[config.mk]
export PLATFORM = sky130hd
export DESIGN_NAME = lfsr_seq_ctrl
export DESIGN_NICKNAME = d
export VERILOG_FILES = /design/src/rtl/lfsr_seq_ctrl.sv
export SDC_FILE = /design/constraint.sdc
export NUM_CORES = 1
export LEC_CHECK = 0
export CAP_MARGIN = 20
export CELL_PAD_IN_SITES_DETAIL_PLACEMENT = 2
export CELL_PAD_IN_SITES_GLOBAL_PLACEMENT = 2
export CORE_ASPECT_RATIO = 1.5
export CORE_MARGIN = 3
export CORE_UTILIZATION = 26
export DETAILED_ROUTE_END_ITERATION = 10
export PLACE_DENSITY_LB_ADDON = 0.12
export SLEW_MARGIN = 10
export SYNTH_ARGS = -nofsm -noshare
export SYNTH_HDL_FRONTEND = slang
export SYNTH_SLANG_ARGS = --single-unit
[constraint.sdc]
create_clock -name clk -period 2.2 [get_ports clk]
set_clock_uncertainty 0.15 [all_clocks]
set_input_delay 0.44 -clock clk [delete_from_list [all_inputs] [get_ports clk]]
set_output_delay 0.44 -clock clk [all_outputs]
set_load 0.02 [all_outputs]
[src/rtl/lfsr_seq_ctrl.sv]
// lfsr_seq_ctrl: loads a seed into an external free-running LFSR, lets it advance
// nsteps states, captures the state and returns it over valid/ready.
module lfsr_seq_ctrl #(
    parameter int               WIDTH        = 26,
    parameter int               CNT_W        = 16,
    parameter logic [WIDTH-1:0] DEFAULT_SEED = 26'h0000001
) (
    input  logic             clk,
    input  logic             rst_n,
    input  logic             start,
    input  logic [WIDTH-1:0] seed,
    input  logic [CNT_W-1:0] nsteps,
    input  logic             abort,
    output logic             busy,
    output logic             out_valid,
    input  logic             out_ready,
    output logic [WIDTH-1:0] result,
    output logic             seed_sub,
    output logic             err_lock,
    output logic             lfsr_load,
    output logic [WIDTH-1:0] lfsr_din,
    input  logic [WIDTH-1:0] lfsr_q
);
    typedef enum logic [1:0] {IDLE, LOAD, RUN, DONE} state_t;
    state_t           r_state, w_next;
    logic [CNT_W-1:0] r_cnt, r_nsteps;
    logic [WIDTH-1:0] r_seed, r_result;
    logic             r_seed_sub, r_err_lock;
    logic             w_accept, w_lock, w_abort;

    assign w_accept  = r_state == IDLE && start;
    assign w_abort   = r_state != IDLE && abort;
    assign w_lock    = r_state == RUN && lfsr_q == '0;
    assign busy      = r_state != IDLE;
    assign out_valid = r_state == DONE;
    assign lfsr_load = r_state == LOAD;
    assign lfsr_din  = r_seed;
    assign result    = r_result;
    assign seed_sub  = r_seed_sub;
    assign err_lock  = r_err_lock;

    always_ff @(posedge clk or negedge rst_n) begin
        if (!rst_n) r_state <= IDLE;
        else        r_state <= w_next;
    end

    always_comb begin
        w_next = r_state;
        case (r_state)
            IDLE:    if (start) w_next = LOAD;
            LOAD:    w_next = RUN;
            RUN:     w_next = w_lock ? LOAD : (r_cnt == '0 ? DONE : RUN);
            DONE:    if (out_ready) w_next = IDLE;
            default: w_next = IDLE;
        endcase
        if (w_abort) w_next = IDLE;
    end

    // A lock-up restarts the whole job from DEFAULT_SEED with the original step count.
    always_ff @(posedge clk or negedge rst_n) begin
        if (!rst_n) begin
            r_seed     <= '0;
            r_seed_sub <= 1'b0;
            r_cnt      <= '0;
            r_nsteps   <= '0;
            r_err_lock <= 1'b0;
            r_result   <= '0;
        end else if (w_accept) begin
            r_seed     <= seed == '0 ? DEFAULT_SEED : seed;
            r_seed_sub <= seed == '0;
            r_cnt      <= nsteps;
            r_nsteps   <= nsteps;
            r_err_lock <= 1'b0;
        end else if (r_state == RUN && !abort) begin
            if (w_lock) begin
                r_err_lock <= 1'b1;
                r_seed     <= DEFAULT_SEED;
                r_cnt      <= r_nsteps;
            end else if (r_cnt == '0) begin
                r_result <= lfsr_q;
            end else begin
                r_cnt <= r_cnt - CNT_W'(1);
            end
        end
    end
endmodule

Word level (Yosys, flattened, before mapping):

Cells that the tools add are included.

* flip-flop bits (word level): 88
* input port bits: 73
* word-level logic and storage cells: 49

* add/sub/neg operators: 1
* equality and inequality tests: 6
* multiplexer cells: 17
* bitwise logic cells: 2
* reductions and logical operators: 16

Operators with widths (number)
* $mux W26: 4
* $mux W16: 4
* $logic_not A26 Y1: 2
* $logic_not A16 Y1: 1
* $sub A16 B1 Y16 const B: 1
* $mux W2: 4
* $pmux W2 S4: 1
* $ne A3 B3 Y1 const B: 2
* $reduce_and A2 Y1: 3
* $reduce_bool A2 Y1: 3
* $eq A2 B2 Y1 const B: 2
* $logic_and A1 B1 Y1: 4
* $mux W1: 4
* $reduce_and A4 Y1: 1
* $ne A3 B1 Y1 const B: 1
* $eq A2 B1 Y1 const B: 1
* $logic_not A2 Y1: 1
* $not A1 Y1: 2
* $logic_not A1 Y1: 1

Depth between registers and ports, before layout:

Gate-level depths: netlist (run 1).

* depth in word-level cells: 5
* mapped depth: 9
* mapped depth without buffers: 8

Worst setup path before layout (run 1):

Ideal clock, no wire load.

* kind: in2reg
* start: input port lfsr_q[1]
* end: register r_cnt[14]
* arrival time: 2.098 ns
* data required time: 1.974 ns
* path slack: -0.124 ns
* cell stages on the path: 7
* path through: nor4_2 nand4_2 or4_1 buf_2 mux2i_1 a311o_1 o21ai_1

* word-level cells in the longest chain between the ends: 5
* elaborated cells between the ends (all ways): 7
* those cells by class: eq/ne: 1; mux: 3; reduce/logical: 3

Ends and longest elaborated chain
* from (decl): line 22 `input logic [WIDTH-1:0] lfsr_q`
* $logic_not A26 Y1 *: line 33 `assign w_lock = r_state == RUN && lfsr_q == '0;`
* $logic_and A1 B1 Y1 *: line 33
* $mux W16: line 75 `if (w_lock) begin`
* $mux W16: line 74 `end else if (r_state == RUN && !abort) begin`
* $mux W16: line 68 `end else if (w_accept) begin`
* to (signal assigned): line 71 `r_cnt <= nsteps;`
* to (signal assigned): line 78 `r_cnt <= r_nsteps;`
* to (signal assigned): line 82 `r_cnt <= r_cnt - CNT_W'(1);`
* to (decl): line 26 `logic [CNT_W-1:0] r_cnt, r_nsteps;`

Every way passes the cells marked *; elsewhere a longest branch is shown, timed or not. The select of a mux whose other input is x is not followed.
A chain may end at the register's enable or synchronous reset.

Final worst setup path (run 1):

* start: input port lfsr_q[14]
* end: register r_result[21] (netlist: result[21])

* word-level cells in the longest chain between the ends: 4

Ends and longest elaborated chain
* $logic_not A26 Y1: line 33
* $logic_and A1 B1 Y1: line 33
* $not A1 Y1 (no line)
* $reduce_and A4 Y1 (no line)
* to (signal assigned): line 80 `r_result <= lfsr_q;`
* to (decl): line 27 `logic [WIDTH-1:0] r_seed, r_result;`

Every way passes these cells.

==> metrics.md, run 1 <==
| Metric | Value |
|---|---|
| Status | finished, violations left |
| Failing checks | negative setup slack |
| Synth area leaders | dfrtp_1 53%, mux2_4 6.5%, a22o_1 5.3% |
| Residual DRC | 0 |
| GRT Total Usage | 19.56% |
| Max Transition Viols Final | 0 |
| # IOs | 130 |
| Via count of the routed design | ~4000 |
| Fin. Hold Viols | 0 |
| Share of post-route cells with drive strength above 1 | 35.28% |
| DRT Pass-1 Iters | 4 |
| Unique masters post-synth | 57 |
| Clock buffer depth | 2 |
| Cells after Synth | 368 |
| Fill cell count | 1568 |
| Setup TNS Final | -6.890 ns |
| Num rows | 55 |
| Worst Setup Path Type | primary input to register |
| Global route overflow | 0 |
| Largest stage delay, worst path | between 0.5 and 0.6 ns |
| Area leader, netlist | dfrtp_1 |
| Worst setup path start | lfsr_q[14] |
| ANT cells | 0 |
| Post-synthesis net count | 443 |
| Pin count of the biggest net entering global routing | between 40 and 50 |
| Slew @ Worst Pin | 0.5259 ns |
| Relative slew slack | between 60% and 70% |
| Number of synthesized flops with an enable pin | 0 |
| HP Class | primary input to register |
| RSZ-0062 raised after global routing | yes |
| Worst r2r src | r_cnt[0] |
| Vias/cell | 5.005 |
| Setup violations, final | 66 |
| Reg2Reg Capture Point | result[21] |
| Synth Flop Type | dfrtp_1 |
| Area Growth Syn to Fin | 71.56% |
| Routed len/inst | between 20 and 25 µm |
| # clock sinks | 88 |
| Core area | around 15000 µm² |
| Number of global-route vias before repair | 4721 |
| Setup WS post-layout | -0.1528 ns |
| Synth top area share | 53.30% |
| Power Dens Cells | between 800 and 900 nW/µm² |
| Final WL | roughly 17 mm |
| Number of synthesized register bits | a little under 90 |
| WP data arrival | 2.43 ns |
| Worst Setup EP | result[21] |
| CTS tree | yes |
| Reg2reg path depth | 10 |
| Die X | 108.9 µm |
| Reg clk slew, reported paths | 0.07 ns |
| CP Capture Type | register |
| Async SR Flop Fraction | 100.0% |
| Met2 Track Usage GR | between 30% and 40% |
| Max-Cap Viols | 0 |
| Hold slack | 0.1893 ns |
| GR peak layer | met2 |
| M1 GR Usage | approximately a fifth |
| Number of CTS-inserted buffers | 9 |
| First-pass GRT wire length | 26.29 mm |
| DP Wirelength | around 12 mm |
| DRT iter0 DRCs | 108 |
| Die ar. | 17470 µm² |
| Critical Path Fanout Max | 10 |
| Final Wtd Congestion | 0.7936 |
| M3 GR Usage | ~4.9% |
| Crit path required time | around 2.3 ns |
| Synth Warn # | 0 |
| Initial Util | 26.92% |
| Max Clk Rate | approximately 430 MHz |
| Syn Std Cell Area | 4131 µm² |
| CP max-delay cell | or4_4 |
| Port Buffer Count | approximately 130 |
| Die Ht | 160.4 µm |
| DRT antenna net count | 0 |
| CP Cell Sequence | buf_6, or4_4, buf_6, buf_6, nor3_4, buf_12, buf_4, nor3_4, buf_12, buf_12, mux2_4 |
| Seq/Total Area, Yosys | a little over half |
| Clk_lat worst skew | 0.35 ns |
| Power Total | approximately 0.006 W |
| Reg2reg setup slack | -0.11 ns |
| H-tree level count | 3 |
| Fin nets | 668 |
| Fin crit share | 106.9% |
| Initial antenna violation count | 0 |
| Startpoint Class | primary input |
| Clk root buf | clkbuf_16 |
| Hold_sp | lfsr_q[16] |
| Max VDD drop | 0.3675 mV |
| Leak | between 3 and 4 nW |
| Syn Area/Cell | 11.23 µm² |
| Final worst path period need | 2.353 ns |
[stage by stage]
step	std cells	worst slack, ns	util [%]	cell area (µm²)
floorplan	368	-0.1239	-	4135
global placement	755	-0.6118	40.55	6222
finish	797	-0.1528	46.19	7088
global route	797	-0.1960	46.19	7088
detailed placement	755	-0.6889	40.55	6222
CTS	787	-0.06496	44.78	6872
[synthesized netlist by cell type, types with 2 or more instances]
cell type   n
nor4_1     10
inv_1       7
mux2_4     18
o311ai_0    2
xnor2_1     2
a211oi_1    2
a31oi_1     6
dfrtp_1    88
nand2_1    57
and3_1      3
and2_1      3
nor2b_1     2
ha_1        2
o21ai_0     8
o211ai_1    7
nand2b_1    3
nand3_1     5
buf_1       2
or3_1       3
nor3_4      3
a21o_1      2
nand4_1     7
o21ai_1     3
clkbuf_1    6
buf_8       2
nor2_1     23
o31a_1      2
nor3_1      6
mux2_1      2
a221oi_1    3
nor3b_1     2
o31ai_1     4
buf_2       7
nor4_2      3
a22o_1     25
a21oi_1     9
or4_1       3
mux2_2      6
nor4b_1     2
[metal layers]
layer	vias to the layer above	share of wire, %
met1	2045	36
met2	106	57
met3	21	5.2
met4	0	2.0
met5	-	0
li1	1817	-
[power breakdown]
group          internal [W]  switching, W
clock               0.00101      0.000719
sequential          0.00196      0.000291
combinational       0.00105       0.00107
total               0.00402       0.00208
[kinds of logic after synthesis]
family,Yosys count,share of synthesized area (%)
buffers and inverters,24,2.938
XOR/XNOR,3,0.6361
flip-flops,88,53.30
adder cells (fa/ha/maj),2,0.6056
multiplexers,27,8.964
AND/OR/NAND/NOR,141,18.56
AO/OA/AOI/OAI,83,14.99
[how the worst min path moves through the flow]
stage                  end  cells past startpoint
6_report        result[16]                      2
2_1_floorplan     err_lock                      0
3_5_place_dp      r_cnt[3]                      1
3_3_place_gp   r_nsteps[2]                      1
5_1_grt         result[16]                      2
4_1_cts         result[16]                      2
[layout make-up]
cell class                      instances  area, µm²  area share, %
Clock buffer                            9      225.2          3.177
Multi-Input combinational cell        256       2087          29.44
Tap cell                              199      249.0          3.513
Inverter                                7      26.28         0.3707
Timing Repair Buffer                  231       2197          31.00
Sequential cell                        88       2202          31.07
Clock inverter                          7      101.3          1.430
[timing repair]
action                     4_1_cts  5_1_grt
hold buffers                     1        0
gates resized for setup        101       68
pin swaps                       17       42
gates cloned                     1        3
setup endpoints to repair       73       69
setup buffers                   14        8
hold endpoints to repair        32        0
[registers in the layout, summed over array words and instances (netlist names)]
register	count
result	26
r_nsteps	16
r_cnt	16
seed_sub	1
lfsr_din	26
r_state	2
err_lock	1
[cells in the final DEF (no fill, tap or decap), types with 7 or more instances in the layout]
cell type and n:
clkbuf_2 10, clkbuf_16 11, nor2_1 15, nor4_1 7
o21ai_1 7, nand4_1 7, a22o_1 25, dfrtp_1 88
nand2_1 55, o211ai_1 7, buf_12 7, mux2_4 26
clkdlybuf4s50_1 99, buf_6 16, buf_4 76
[critical path: cells and delay by family]
family	cells	cell delay [ns]
simple gates	3	0.80
buf+inv	7	0.88
mux	1	0.30
(Power assumes the default switching activity.)
==> inputs of run 2 (changes only) <==
--- a/config.mk
+++ b/config.mk
@@ -13,6 +13,7 @@
 export CORE_UTILIZATION = 26
 export DETAILED_ROUTE_END_ITERATION = 10
 export PLACE_DENSITY_LB_ADDON = 0.12
+export SKIP_LAST_GASP = 1
 export SLEW_MARGIN = 10
 export SYNTH_ARGS = -nofsm -noshare
 export SYNTH_HDL_FRONTEND = slang
==> metrics.md, run 2 (synthesis results as in run 1) <==
| Metric | Value |
|---|---|
| Reg2Reg Capture Point | r_cnt[2] |
| Storage element area | 2202 µm² |
| Multi-input gate area | approximately 2000 µm² |
| WP data arrival | about 2.4 ns |
| H-tree level count | 3 |
| CTS tree | yes |
| Max Clk Rate | between 400 and 500 MHz |
| Number of CTS-inserted buffers | 9 |
| Status | finished, violations left |
| GRT Total Usage | 19.32% |
| Area Growth Syn to Fin | 70.26% |
| Die Ht | 160.4 µm |
| CP Capture Type | register |
| Die ar. | 17470 µm² |
| Setup TNS Final | -4.700 ns |
| Fin nets | 671 |
| DRT iter0 DRCs | 99 |
| Share of post-route cells with drive strength above 1 | 33.44% |
| Fin. Hold Viols | 0 |
| Power share of the clock group | between 20 and 30% |
| Int Pwr | 0.004001 W |
| Setup violations, final | 66 |
| Relative slew slack | 65.19% |
| Via count of the routed design | 4012 |
| Fin crit share | 106.5% |
| Routed len/inst | 21.79 µm |
| Clk_lat worst skew | approximately 0.35 ns |
| DP Wirelength | 11.96 mm |
| Fill cell count | approximately 1600 |
| Switching power | 0.002050 W |
| Reg2reg setup slack | -0.12 ns |
| DRT antenna net count | 0 |
| Port Buffer Count | 129 |
| Global route overflow | 0 |
| Initial antenna violation count | 0 |
| Worst r2r src | r_cnt[1] |
| Number of global-route vias before repair | roughly 4800 |
| Setup slack at placement | -0.6889 ns |
| RSZ-0062 raised after global routing | yes |
| First-pass GRT wire length | 26.10 mm |
| Power Dens Cells | ~860 nW/µm² |
| Leak | 3.150 nW |
| Commonest non-fill, non-tap cells in the layout | 99 x clkdlybuf4s50_1, 88 x dfrtp_1, 80 x buf_4, 55 x nand2_1, 25 x a22o_1 |
| Slew @ Worst Pin | approximately 0.52 ns |
| Final WL | approximately 17 mm |
| Fin cells | 800 |
| Die X | 108.9 µm |
| Critical Path Fanout Max | 2 |
| Vias/cell | about 5 |
| Crit path required time | 2.27 ns |
| Residual DRC | 0 |
| Pin count of the biggest net entering global routing | 42 |
| Flop pwr share | 36.9% |
| ANT cells | 0 |
| Placed Instances | around 760 |
| Final worst path period need | 2.343 ns |
| Reg clk slew, reported paths | 0.07 ns |
| Power Total | 0.006052 W |
| Worst Setup EP | r_cnt[7] |
| Max Transition Viols Final | 0 |
| HP Class | primary input to register |
| Worst setup path start | lfsr_q[14] |
| Reg2reg path depth | 10 |
| Leading cell type in the layout, fill and taps excluded | clkdlybuf4s50_1 |
| Core area | 15350 µm² |
| # clock sinks | 88 |
| DRT Pass-1 Iters | 4 |
| # IOs | 130 |
| Final Wtd Congestion | 0.7936 |
| Worst Setup Path Type | primary input to register |
| Clock buffer depth | 2 |
| Clk root buf | clkbuf_16 |
| Startpoint Class | primary input |
| Max VDD drop | approximately 0.37 mV |
| Num rows | 55 |
| Setup WS post-layout | -0.1429 ns |
| Max-Cap Viols | 0 |
| Failing checks | negative setup slack |
| Gate power share | 34.5% |
| Switching Fraction | 33.88% |
| Initial Util | 26.92% |
run 2: power by group through the flow:
stage          sequential (W)  combinational, W  clock (W)
2_1_floorplan         0.00241          0.000690          0
3_3_place_gp          0.00222           0.00189          0
3_5_place_dp          0.00224           0.00197          0
4_1_cts               0.00223           0.00201    0.00177
5_1_grt               0.00228           0.00226    0.00183
6_report              0.00224           0.00209    0.00173
run 2: worst min path at each step:
stage / start / endpoint / slack, ns / cells past startpoint
global placement: rst_n / r_nsteps[2] / 0.30 / 1
detailed placement: rst_n / r_cnt[3] / 0.31 / 1
global route: lfsr_q[16] / result[16] / 0.18 / 2
finish: lfsr_q[16] / result[16] / 0.19 / 2
floorplan: rst_n / err_lock / -0.006 / 0
CTS: lfsr_q[16] / result[16] / 0.18 / 2
run 2: what timing repair did:
action                                 CTS  global route
hold buffers                             1             0
cloned                                   1             3
endpoints found under the hold margin   32             0
buffers inserted                        14            11
pin swaps                               17            29
resized for setup                       88            54
setup endpoints to repair               73            69
run 2: final cells by class:
class | count | share of cell area (%)
timing repair buffer | 234 | 31.63
sequential | 88 | 31.31
multi-input combinational | 256 | 28.51
tap | 199 | 3.540
clock buffer | 9 | 3.202
clock inverter | 7 | 1.441
inverter | 7 | 0.3735
run 2: through the flow:
stage                     utilization [%]  cell area [µm²]  hold slack, ns
after detailed placement            40.55             6222          0.3104
after floorplan                         -             4135       -0.005591
after global routing                45.84             7034          0.1788
final                               45.84             7034          0.1854
after global placement              40.55             6222          0.2969
after CTS                           44.54             6835          0.1759
run 2: critical path: stages:
cell and delay, ns:
buf_6 0.09, or4_4 0.55, buf_4 0.16, buf_6 0.11
buf_4 0.12, or3_4 0.34, or3_1 0.34, o211ai_1 0.15
a21oi_1 0.10
run 2: routing by layer:
layer / track usage [%] / routed length (µm)
met5: 0 / 0
met4: 6.203 / 488
met3: 4.825 / 850
met2: 36.19 / 9772
met1: 20.60 / 6319
==> inputs of run 3 (changes only) <==
--- a/config.mk
+++ b/config.mk
@@ -11,6 +11,7 @@
 export CORE_ASPECT_RATIO = 1.5
 export CORE_MARGIN = 3
 export CORE_UTILIZATION = 26
+export CTS_CLUSTER_DIAMETER = 40
 export DETAILED_ROUTE_END_ITERATION = 10
 export PLACE_DENSITY_LB_ADDON = 0.12
 export SKIP_LAST_GASP = 1
==> results of run 3 <==
Same layout as run 2: the final DEF is identical, and so are final timing and power.
